## src/rtl/level_bar_pkg.sv

```systemverilog
// Shared colour constants, mode encodings and the bar gradient function.
// Latency: pure combinational helpers, no state.
// Backpressure: not applicable.
package level_bar_pkg;

  localparam logic [11:0] BLACK = 12'h000;
  localparam logic [11:0] WHITE = 12'hFFF;
  localparam logic [11:0] MONO  = 12'h0F0;

  typedef enum logic [1:0] {
    MODE_GRAD = 2'd0,
    MODE_MONO = 2'd1,
    MODE_INV  = 2'd2,
    MODE_RSVD = 2'd3
  } mode_e;

  // Red-to-yellow over the lower half, yellow-to-green over the upper half.
  // For g in 16..31, 31-g equals the bitwise inverse of the low nibble.
  function automatic logic [11:0] gradient_color(input logic [4:0] g);
    if (!g[4]) begin
      return {4'hF, g[3:0], 4'h0};
    end else begin
      return {~g[3:0], 4'hF, 4'h0};
    end
  endfunction

endpackage

```

## src/rtl/level_peak_tracker.sv

```systemverilog
// Holds the smoothed bar level, the peak-hold marker and its hold counter.
// Latency: a sample or tick is reflected on the outputs one cycle later.
// Backpressure: none; every level sample and tick is consumed immediately.
module level_peak_tracker
  import level_bar_pkg::*;
#(
  parameter int unsigned LEVEL_W    = 5,
  parameter int unsigned HOLD_TICKS = 8,
  parameter int unsigned DECAY_STEP = 1
) (
  input  logic               clk,
  input  logic               reset,
  input  logic               level_valid,
  input  logic [LEVEL_W-1:0] level_in,
  input  logic               tick,
  output logic [LEVEL_W-1:0] bar_level,
  output logic [LEVEL_W-1:0] peak_level
);

  localparam int unsigned HOLD_W = (HOLD_TICKS < 1) ? 1 : $clog2(HOLD_TICKS + 1);

  logic [LEVEL_W-1:0] r_bar;
  logic [LEVEL_W-1:0] r_peak;
  logic [HOLD_W-1:0]  r_hold;

  logic [LEVEL_W-1:0] w_bar_dec;
  logic [LEVEL_W-1:0] w_bar_next;
  logic [LEVEL_W-1:0] w_peak_dec;
  logic [LEVEL_W-1:0] w_peak_fall;
  logic               w_peak_load;

  // Subtract one decay step, clamping at zero; done in 32 bits so a step
  // larger than the level range still saturates correctly.
  function automatic logic [LEVEL_W-1:0] sat_sub(input logic [LEVEL_W-1:0] v);
    if (32'(v) > DECAY_STEP) begin
      return LEVEL_W'(32'(v) - DECAY_STEP);
    end else begin
      return '0;
    end
  endfunction

  // Next bar value: decay on tick, then a new sample wins if it is larger.
  always_comb begin
    w_bar_dec  = tick ? sat_sub(r_bar) : r_bar;
    w_bar_next = w_bar_dec;
    if (level_valid && (level_in > w_bar_dec)) begin
      w_bar_next = level_in;
    end
    w_peak_dec  = sat_sub(r_peak);
    w_peak_fall = (w_peak_dec > w_bar_next) ? w_peak_dec : w_bar_next;
    w_peak_load = level_valid && (level_in >= r_peak);
  end

  // Bar, peak and hold counter; a falling peak is never allowed below the bar.
  always_ff @(posedge clk) begin
    if (reset) begin
      r_bar  <= '0;
      r_peak <= '0;
      r_hold <= '0;
    end else begin
      r_bar <= w_bar_next;
      if (w_peak_load) begin
        r_peak <= level_in;
        r_hold <= HOLD_W'(HOLD_TICKS);
      end else if (tick) begin
        if (r_hold != '0) begin
          r_hold <= r_hold - 1'b1;
        end else begin
          r_peak <= w_peak_fall;
        end
      end
    end
  end

  assign bar_level  = r_bar;
  assign peak_level = r_peak;

endmodule

```

## src/rtl/level_bar_renderer.sv

```systemverilog
// Renders a level bar with peak marker as RGB444 colours for per-row queries.
// Latency: color_valid/color follow query_valid by exactly 2 cycles.
// Backpressure: none; one query accepted every cycle, results never stall.
module level_bar_renderer
  import level_bar_pkg::*;
#(
  parameter int unsigned LEVEL_W    = 5,
  parameter int unsigned HOLD_TICKS = 8,
  parameter int unsigned DECAY_STEP = 1
) (
  input  logic               clk,
  input  logic               reset,
  input  logic               enable,
  input  logic [1:0]         mode,
  input  logic               peak_en,
  input  logic               level_valid,
  input  logic [LEVEL_W-1:0] level_in,
  input  logic               tick,
  input  logic               query_valid,
  input  logic [LEVEL_W-1:0] query_row,
  output logic               color_valid,
  output logic [11:0]        color,
  output logic [LEVEL_W-1:0] bar_level,
  output logic [LEVEL_W-1:0] peak_level
);

  logic [LEVEL_W-1:0] w_bar;
  logic [LEVEL_W-1:0] w_peak;
  logic [4:0]         w_g;
  logic [11:0]        w_pix;

  logic               r_s1_vld;
  logic               r_s1_en;
  mode_e              r_s1_mode;
  logic               r_s1_peak_hit;
  logic               r_s1_in_bar;
  logic [4:0]         r_s1_g;

  logic               r_s2_vld;
  logic [11:0]        r_s2_color;

  level_peak_tracker #(
    .LEVEL_W    (LEVEL_W),
    .HOLD_TICKS (HOLD_TICKS),
    .DECAY_STEP (DECAY_STEP)
  ) u_tracker (
    .clk         (clk),
    .reset       (reset),
    .level_valid (level_valid),
    .level_in    (level_in),
    .tick        (tick),
    .bar_level   (w_bar),
    .peak_level  (w_peak)
  );

  // Scale the row onto the fixed 32-entry gradient regardless of LEVEL_W.
  if (LEVEL_W <= 5) begin : g_scale_up
    assign w_g = 5'(query_row) << (5 - LEVEL_W);
  end else begin : g_scale_down
    assign w_g = 5'(query_row >> (LEVEL_W - 5));
  end

  // Stage 1: capture comparison flags against the bar/peak seen in the query cycle.
  always_ff @(posedge clk) begin
    if (reset) begin
      r_s1_vld      <= 1'b0;
      r_s1_en       <= 1'b0;
      r_s1_mode     <= MODE_GRAD;
      r_s1_peak_hit <= 1'b0;
      r_s1_in_bar   <= 1'b0;
      r_s1_g        <= '0;
    end else begin
      r_s1_vld <= query_valid;
      if (query_valid) begin
        r_s1_en       <= enable;
        r_s1_mode     <= mode_e'(mode);
        r_s1_peak_hit <= peak_en && (query_row == w_peak) && (w_peak != '0);
        r_s1_in_bar   <= query_row < w_bar;
        r_s1_g        <= w_g;
      end
    end
  end

  // Colour priority: disabled, then peak marker, then bar body, else background.
  always_comb begin
    w_pix = BLACK;
    if (!r_s1_en) begin
      w_pix = BLACK;
    end else if (r_s1_peak_hit) begin
      w_pix = WHITE;
    end else if (r_s1_in_bar) begin
      case (r_s1_mode)
        MODE_MONO: w_pix = MONO;
        MODE_INV:  w_pix = gradient_color(~r_s1_g);
        default:   w_pix = gradient_color(r_s1_g);
      endcase
    end
  end

  // Stage 2: register the colour; it holds between valid results.
  always_ff @(posedge clk) begin
    if (reset) begin
      r_s2_vld   <= 1'b0;
      r_s2_color <= BLACK;
    end else begin
      r_s2_vld <= r_s1_vld;
      if (r_s1_vld) begin
        r_s2_color <= w_pix;
      end
    end
  end

  assign color_valid = r_s2_vld;
  assign color       = r_s2_color;
  assign bar_level   = w_bar;
  assign peak_level  = w_peak;

endmodule

```

## config.mk

```make
export PLATFORM = sky130hd
export DESIGN_NAME = level_bar_renderer
export DESIGN_NICKNAME = d
export VERILOG_FILES = /design/src/rtl/level_bar_pkg.sv /design/src/rtl/level_peak_tracker.sv /design/src/rtl/level_bar_renderer.sv
export SDC_FILE = /design/constraint.sdc
export NUM_CORES = 1
export LEC_CHECK = 0
export BUFFER_PORTS_ARGS = -buffer_cell sky130_fd_sc_hd__buf_2
export CAP_MARGIN = 10
export CORE_MARGIN = 4
export CORE_UTILIZATION = 56
export DETAILED_ROUTE_END_ITERATION = 10
export PLACE_DENSITY = 0.8
export SYNTH_ARGS = -nofsm -noshare
export SYNTH_HDL_FRONTEND = slang
export SYNTH_HIERARCHICAL = 1
export SYNTH_SLANG_ARGS = --single-unit
```

## constraint.sdc

```tcl
create_clock -name clk -period 4.4 [get_ports clk]
set_input_delay 0.88 -clock clk [delete_from_list [all_inputs] [get_ports clk]]
set_output_delay 0.88 -clock clk [all_outputs]
set_load 0.02 [all_outputs]
```

Yosys cells after proc, flatten, opt, wreduce, memory -nomap -nowiden
Cells that the tools add are included.

Multiplexer cells: 17. $lt $le $gt $ge: 6. $add $sub $neg: 3. Bitwise operators: 3. Equality and inequality tests: 4. Reductions and logical operators: 12.

Operators by type and width (number): $mux W12 (5); $mux W5 (8); $pmux W12 S2 (1); $mux W4 (3); $gt A5 B1 Y1 const B (2); $gt A5 B5 Y1 (2); $sub A5 B1 Y5 const B (2); $not A4 Y4 (2); $reduce_and A2 Y1 (3); $eq A5 B5 Y1 (1); $ge A5 B5 Y1 (1); $lt A5 B5 Y1 (1); $not A5 Y5 (1); $reduce_bool A5 Y1 (1); $logic_and A1 B1 Y1 (4); $reduce_bool A2 Y1 (2); $reduce_bool A4 Y1 (1); $sub A4 B1 Y4 const B (1); $eq A2 B1 Y1 const B (1); $eq A2 B2 Y1 const B (1); $ne A2 B1 Y1 const B (1); $reduce_or A2 Y1 (1).

Word-level logic and storage cells: 57. Bits in registers: 38.

Depth between registers and ports, before layout
Depth after elaboration: 11. Depth in mapped cells: 20.

Modules after synthesis
Netlist, hierarchy kept.

By module, submodules not included: level_peak_tracker (times used 1, cells an instance 164, sequential area each 280.3 um2, area each 1313.8 um2); level_bar_renderer (times used 1, cells an instance 123, sequential area each 420.4 um2, area each 1124.8 um2).

Least setup slack after synthesis
OpenSTA, ideal clock, no wires.

Path kind: input to register. From: in tick. To: reg u_tracker.r_peak[2] (netlist: u_tracker/peak_level[2]). Arrival time: 3.953 ns. Data required time: 4.297 ns. Stages: 17. Setup slack: 0.343 ns. Cell sequence: buf_4 nand2_1 nor3_1 mux2i_1 ha_1 a21oi_1 o221ai_1 o211ai_1 mux2_4 ha_1 and4_1 a21oi_1 o31a_1 buf_4 nand3b_1 a31oi_1 a2111oi_2.

Longest elaborated chain between the ends: 9. Elaborated cells on any way between the ends: 11.

Ends and longest elaborated chain: from (decl) (line level_bar_renderer.sv:18) `input logic tick,`; $mux W5 (line level_peak_tracker.sv:44) `w_bar_dec = tick ? sat_sub(r_bar) : r_bar;`; $gt A5 B5 Y1 (line level_peak_tracker.sv:46) `if (level_valid && (level_in > w_bar_dec)) begin`; $logic_and A1 B1 Y1 (line level_peak_tracker.sv:46); $mux W5 (line level_peak_tracker.sv:46); $gt A5 B5 Y1 (line level_peak_tracker.sv:50) `w_peak_fall = (w_peak_dec > w_bar_next) ? w_peak_dec : w_bar_next;`; $mux W5 (line level_peak_tracker.sv:50); $mux W5 (line level_peak_tracker.sv:66) `if (r_hold != '0) begin`; $mux W5 (line level_peak_tracker.sv:65) `end else if (tick) begin`; $mux W5 (line level_peak_tracker.sv:62) `if (w_peak_load) begin`; to (signal assigned) (line level_peak_tracker.sv:63) `r_peak <= level_in;`; to (signal assigned) (line level_peak_tracker.sv:69) `r_peak <= w_peak_fall;`; to (decl) (line level_peak_tracker.sv:23) `logic [LEVEL_W-1:0] r_peak;`.

Parallel ways exist; a longest one is shown, timed or not. The select of a mux whose other input is x is not followed. A chain may end at the register's enable or synchronous reset.

Worst setup path in the final report
From: in tick. To: reg u_tracker.r_peak[1] (netlist: u_tracker/peak_level[1]).

Longest elaborated chain between the ends: 9. Elaborated cells on any way between the ends: 11.

Ends and longest elaborated chain: $mux W5 (*) (line level_peak_tracker.sv:44); $gt A5 B5 Y1 (line level_peak_tracker.sv:46); $logic_and A1 B1 Y1 (line level_peak_tracker.sv:46); $mux W5 (*) (line level_peak_tracker.sv:46); net u_tracker.w_bar_next[0] (line level_peak_tracker.sv:27) `logic [LEVEL_W-1:0] w_bar_next;`; $gt A5 B5 Y1 (*) (line level_peak_tracker.sv:50); $mux W5 (*) (line level_peak_tracker.sv:50); $mux W5 (*) (line level_peak_tracker.sv:66); $mux W5 (*) (line level_peak_tracker.sv:65); $mux W5 (*) (line level_peak_tracker.sv:62).

The timed path passes the listed nets; every way through them passes the cells marked *. The select of a mux whose other input is x is not followed.

==> metrics.log <==
INFO  metric outcome = finished clean
INFO  metric worstMarginPinSlew = 0.972 ns
INFO  metric dr.pass1.iters = 4
INFO  metric initial_standard_cell_utilization_of_the_core = 0.593
INFO  metric num_antenna_cells = 0
INFO  metric asyncSetResetFlopFracSynth = 0
INFO  metric critical_path_arrival = 4.44 ns
INFO  metric first_global_vias = 2115
INFO  metric wire_length_of_the_first_global_routing_pass = 9510 um
INFO  metric syn_inst = 287
INFO  metric gp_congestion = 0.922
INFO  metric synthDistinctLibCells = 56
INFO  metric numCtsBuffers = 5
INFO  metric die_h = 74.0 um
INFO  metric synth_top_flop_cell = sky130_fd_sc_hd__dfxtp_1
INFO  metric die_area = 5470 um^2
INFO  metric grt_remaining_overflow = 0
INFO  metric final.period_utilization = 0.957
INFO  metric critical_path.endpoint_type = flop
INFO  metric grt_use_total = 0.221
INFO  metric synth_top_area_share = 0.287
INFO  metric portion_of_the_post_synthesis_area_used_by_sequential_elements = 0.287
INFO  metric fin_crit = 4.21 ns
INFO  metric finalInstanceArea = 2740 um^2
INFO  metric slew_headroom = 0.352
INFO  metric placedInstanceArea = 2640 um^2
INFO  metric route.antenna.remaining_nets = 0
INFO  metric power_per_cell_area = 675 nW/um^2
INFO  metric p_leak = 1.21 nW
INFO  metric number_of_enable_flip_flop_cells_after_synthesis = 0
INFO  metric ir_drop_worst_vdd = 673 uV
INFO  metric clkSinkCount = 35
INFO  metric dpl.hpwl = 4290 um
INFO  metric worstSetupStartpointType = input port
INFO  metric die_w = 74.0 um
INFO  metric clk_pin_slew = 0.06 ns
INFO  metric antenna_found_initial = 0
INFO  metric core = 4120 um^2
INFO  metric wl = 5660 um
INFO  metric final_layout_size_suffix_gt1_frac = 0.197
INFO  metric synthTopCellsByCount = 35 x sky130_fd_sc_hd__dfxtp_1, 27 x sky130_fd_sc_hd__ha_1, 26 x sky130_fd_sc_hd__nor2_1, 22 x sky130_fd_sc_hd__inv_1, 16 x sky130_fd_sc_hd__a21oi_1
INFO  metric timing.final.max_slew_violations = 0
INFO  metric synthTopCellsByArea = sky130_fd_sc_hd__dfxtp_1 29%, sky130_fd_sc_hd__ha_1 14%, sky130_fd_sc_hd__mux2i_1 4.1%, sky130_fd_sc_hd__nor2_1 4.0%, sky130_fd_sc_hd__a31oi_1 3.8%
INFO  metric dr.first_iter.drc_count = 134
INFO  metric cp_slowest_cell = sky130_fd_sc_hd__o211ai_1
INFO  metric crit_path_max_incr_delay = 0.51 ns
INFO  metric summed_instance_area_of_the_synthesized_netlist = 2440 um^2
INFO  metric crit_chain = buf_2 > nand2_1 > a211oi_2 > a21oi_1 > ha_1 > nand4_1 > o211ai_1 > or2b_1 > o21a_1 > ha_1 > and4_1 > a21oi_1 > o31a_1 > buf_4 > a21oi_1 > a22oi_1 > o221a_2
INFO  metric tritoncts = yes
INFO  metric ys_warn_count = 6
INFO  metric path_class = input port to flop
INFO  metric path_common_cell = sky130_fd_sc_hd__a21oi_1
INFO  metric detailedPlace.worstSlack = -0.0477 ns
INFO  metric crit_path_max_fanout = 9
INFO  metric totalPowerFinal = 1.85 mW
INFO  metric worst_slack = 0.190 ns
INFO  metric floorplan.io_pins = 42
INFO  metric io_buffers = 41
INFO  metric worstSkewPairLatency = 0.28 ns
INFO  metric hold-worst-slack = 0.474 ns
INFO  metric timing.max_cap.violations = 0
INFO  metric wire_per_inst = 15.1 um
INFO  metric timing_hold_violations_final = 0
INFO  metric detail_route.vias_per_cell = 5.89
INFO  metric drt_drc_violations_left = 0
INFO  metric timing.fmax = 0.238 GHz
INFO  metric setup_viol = 0
INFO  metric synth_area_per_cell = 8.50 um^2
INFO  metric ctsLongestPathBuffers = 2
INFO  metric postSynthRegisterBits = 35
INFO  metric detailroute.via_count = 2209
INFO  metric final_net_count = 370
INFO  metric cts_root_buf = sky130_fd_sc_hd__clkbuf_8
INFO  metric fill_cells = 368
INFO  metric std_cell_rows = 23
INFO  metric cell_taking_the_most_area_after_synthesis = sky130_fd_sc_hd__dfxtp_1
INFO  metric final.setup_skew = 0.00257 ns
INFO  metric cts_hold_buf = 0
INFO  metric area_delta_synth_final = 12.2%
INFO  metric worst-endpoint-required = 4.63 ns
INFO  metric cts-htree-levels = 2
INFO  metric grt_max_degree = 34
INFO  metric worstHoldPathType = flop to flop
INFO  metric mappedNetlistNets = 333
INFO  metric most_used_standard_cell_by_instance_count_after_synthesis = sky130_fd_sc_hd__dfxtp_1
metrics by stage:
stage               setup TNS (ns)  instances  utilization
floorplan                        0        287            -
global placement                 0        366        0.642
detailed placement          -0.140        366        0.642
CTS                              0        374        0.661
global route               -0.0824        375        0.665
finish                           0        375        0.665
critical path: cells and delay by family:
kind	cells	cell delay, ns
and+or+nand+nor	4	0.73
adders and majority gates	2	0.65
buffers and inverters	2	0.34
AOI/OAI and AO/OA	9	1.83
power breakdown:
part	internal, mW	total (mW)	switching, mW	leakage (nW)
logic	0.504	1.16	0.654	0.876
registers	0.376	0.470	0.0942	0.288
clock network	0.111	0.220	0.109	0.0422
routing by layer:
layer | part of all wire | global-route usage | up-vias
li1 | - | - | 1111
met1 | 0.43 | 0.266 | 1014
met2 | 0.49 | 0.390 | 73
met3 | 0.060 | 0.0446 | 11
met4 | 0.017 | 0.0765 | 0
met5 | 0 | 0 | -
registers in the layout (all words and copies together), names as in the netlist:
register / flops
color: 9
r_s1_g: 5
u_tracker/bar_level: 5
u_tracker/peak_level: 5
u_tracker/r_hold: 4
r_s1_mode: 2
color_valid: 1
r_s1_en: 1
r_s1_in_bar: 1
r_s1_peak_hit: 1
r_s1_vld: 1
final timing paths:
| path | from | endpoint | slack, ns | depth (start not counted) |
|---|---|---|---|---|
| worst max-delay path | tick | u_tracker/peak_level[1] | 0.19 | 17 |
| worst min-delay path | r_s1_peak_hit | r_s1_peak_hit | 0.47 | 2 |
| worst min register to register | r_s1_peak_hit | r_s1_peak_hit | 0.47 | 2 |
| worst max register to register | u_tracker/bar_level[1] | u_tracker/peak_level[1] | 0.24 | 18 |
cell type report:
type | count | area [um^2] | share of cell area
clock buffer | 7 | 76.3 | 0.0279
clock inverter | 1 | 5.00 | 0.00183
inverter | 22 | 82.6 | 0.0302
multi-input combinational | 215 | 1570 | 0.574
sequential | 35 | 703 | 0.257
tap | 50 | 62.6 | 0.0229
timing repair buffer | 45 | 235 | 0.0860
timing repair:
action / CTS / global route
gates resized for setup: 0 / 3
setup endpoints to repair: 0 / 5
buffers inserted: 0 / 1
cell families after synthesis:
group	Yosys count	share of synthesized area
AO/OA/AOI/OAI	87	0.248
AND/OR/NAND/NOR	81	0.176
multiplexers	11	0.0472
adder cells (fa/ha/maj)	27	0.139
flip-flops	35	0.287
XOR/XNOR	9	0.0323
buffers and inverters	37	0.0703
placed cells by master, fill, tap and decap left out, types with 2 or more instances in the layout:
cell | synthesis | routed
sky130_fd_sc_hd__nor2b_1 | 3 | 3
sky130_fd_sc_hd__a21o_1 | 3 | 3
sky130_fd_sc_hd__buf_4 | 5 | 4
sky130_fd_sc_hd__o21ai_1 | 2 | 2
sky130_fd_sc_hd__clkbuf_8 | 0 | 5
sky130_fd_sc_hd__o2111ai_1 | 2 | 2
sky130_fd_sc_hd__dfxtp_1 | 35 | 33
sky130_fd_sc_hd__o21bai_1 | 2 | 2
sky130_fd_sc_hd__nor2_1 | 26 | 26
sky130_fd_sc_hd__or2_1 | 2 | 2
sky130_fd_sc_hd__a211oi_1 | 3 | 2
sky130_fd_sc_hd__a21oi_1 | 16 | 16
sky130_fd_sc_hd__nand3b_1 | 2 | 2
sky130_fd_sc_hd__a211oi_2 | 1 | 2
sky130_fd_sc_hd__clkbuf_1 | 4 | 2
sky130_fd_sc_hd__mux2i_1 | 10 | 10
sky130_fd_sc_hd__nand2b_1 | 13 | 13
sky130_fd_sc_hd__a31oi_1 | 15 | 15
sky130_fd_sc_hd__ha_1 | 27 | 27
sky130_fd_sc_hd__o21a_1 | 5 | 5
sky130_fd_sc_hd__a2111oi_2 | 2 | 2
sky130_fd_sc_hd__nor3_1 | 6 | 6
sky130_fd_sc_hd__a21boi_0 | 5 | 5
sky130_fd_sc_hd__xnor2_1 | 8 | 8
sky130_fd_sc_hd__buf_2 | 5 | 41
sky130_fd_sc_hd__o21ai_0 | 12 | 12
sky130_fd_sc_hd__o221ai_1 | 5 | 5
sky130_fd_sc_hd__nand3_1 | 5 | 5
sky130_fd_sc_hd__dfxtp_2 | 0 | 2
sky130_fd_sc_hd__nand2_1 | 12 | 12
sky130_fd_sc_hd__and2_1 | 2 | 2
sky130_fd_sc_hd__inv_1 | 22 | 22
sky130_fd_sc_hd__o211ai_1 | 2 | 2
Note: power is estimated with default switching activity, not from simulation.
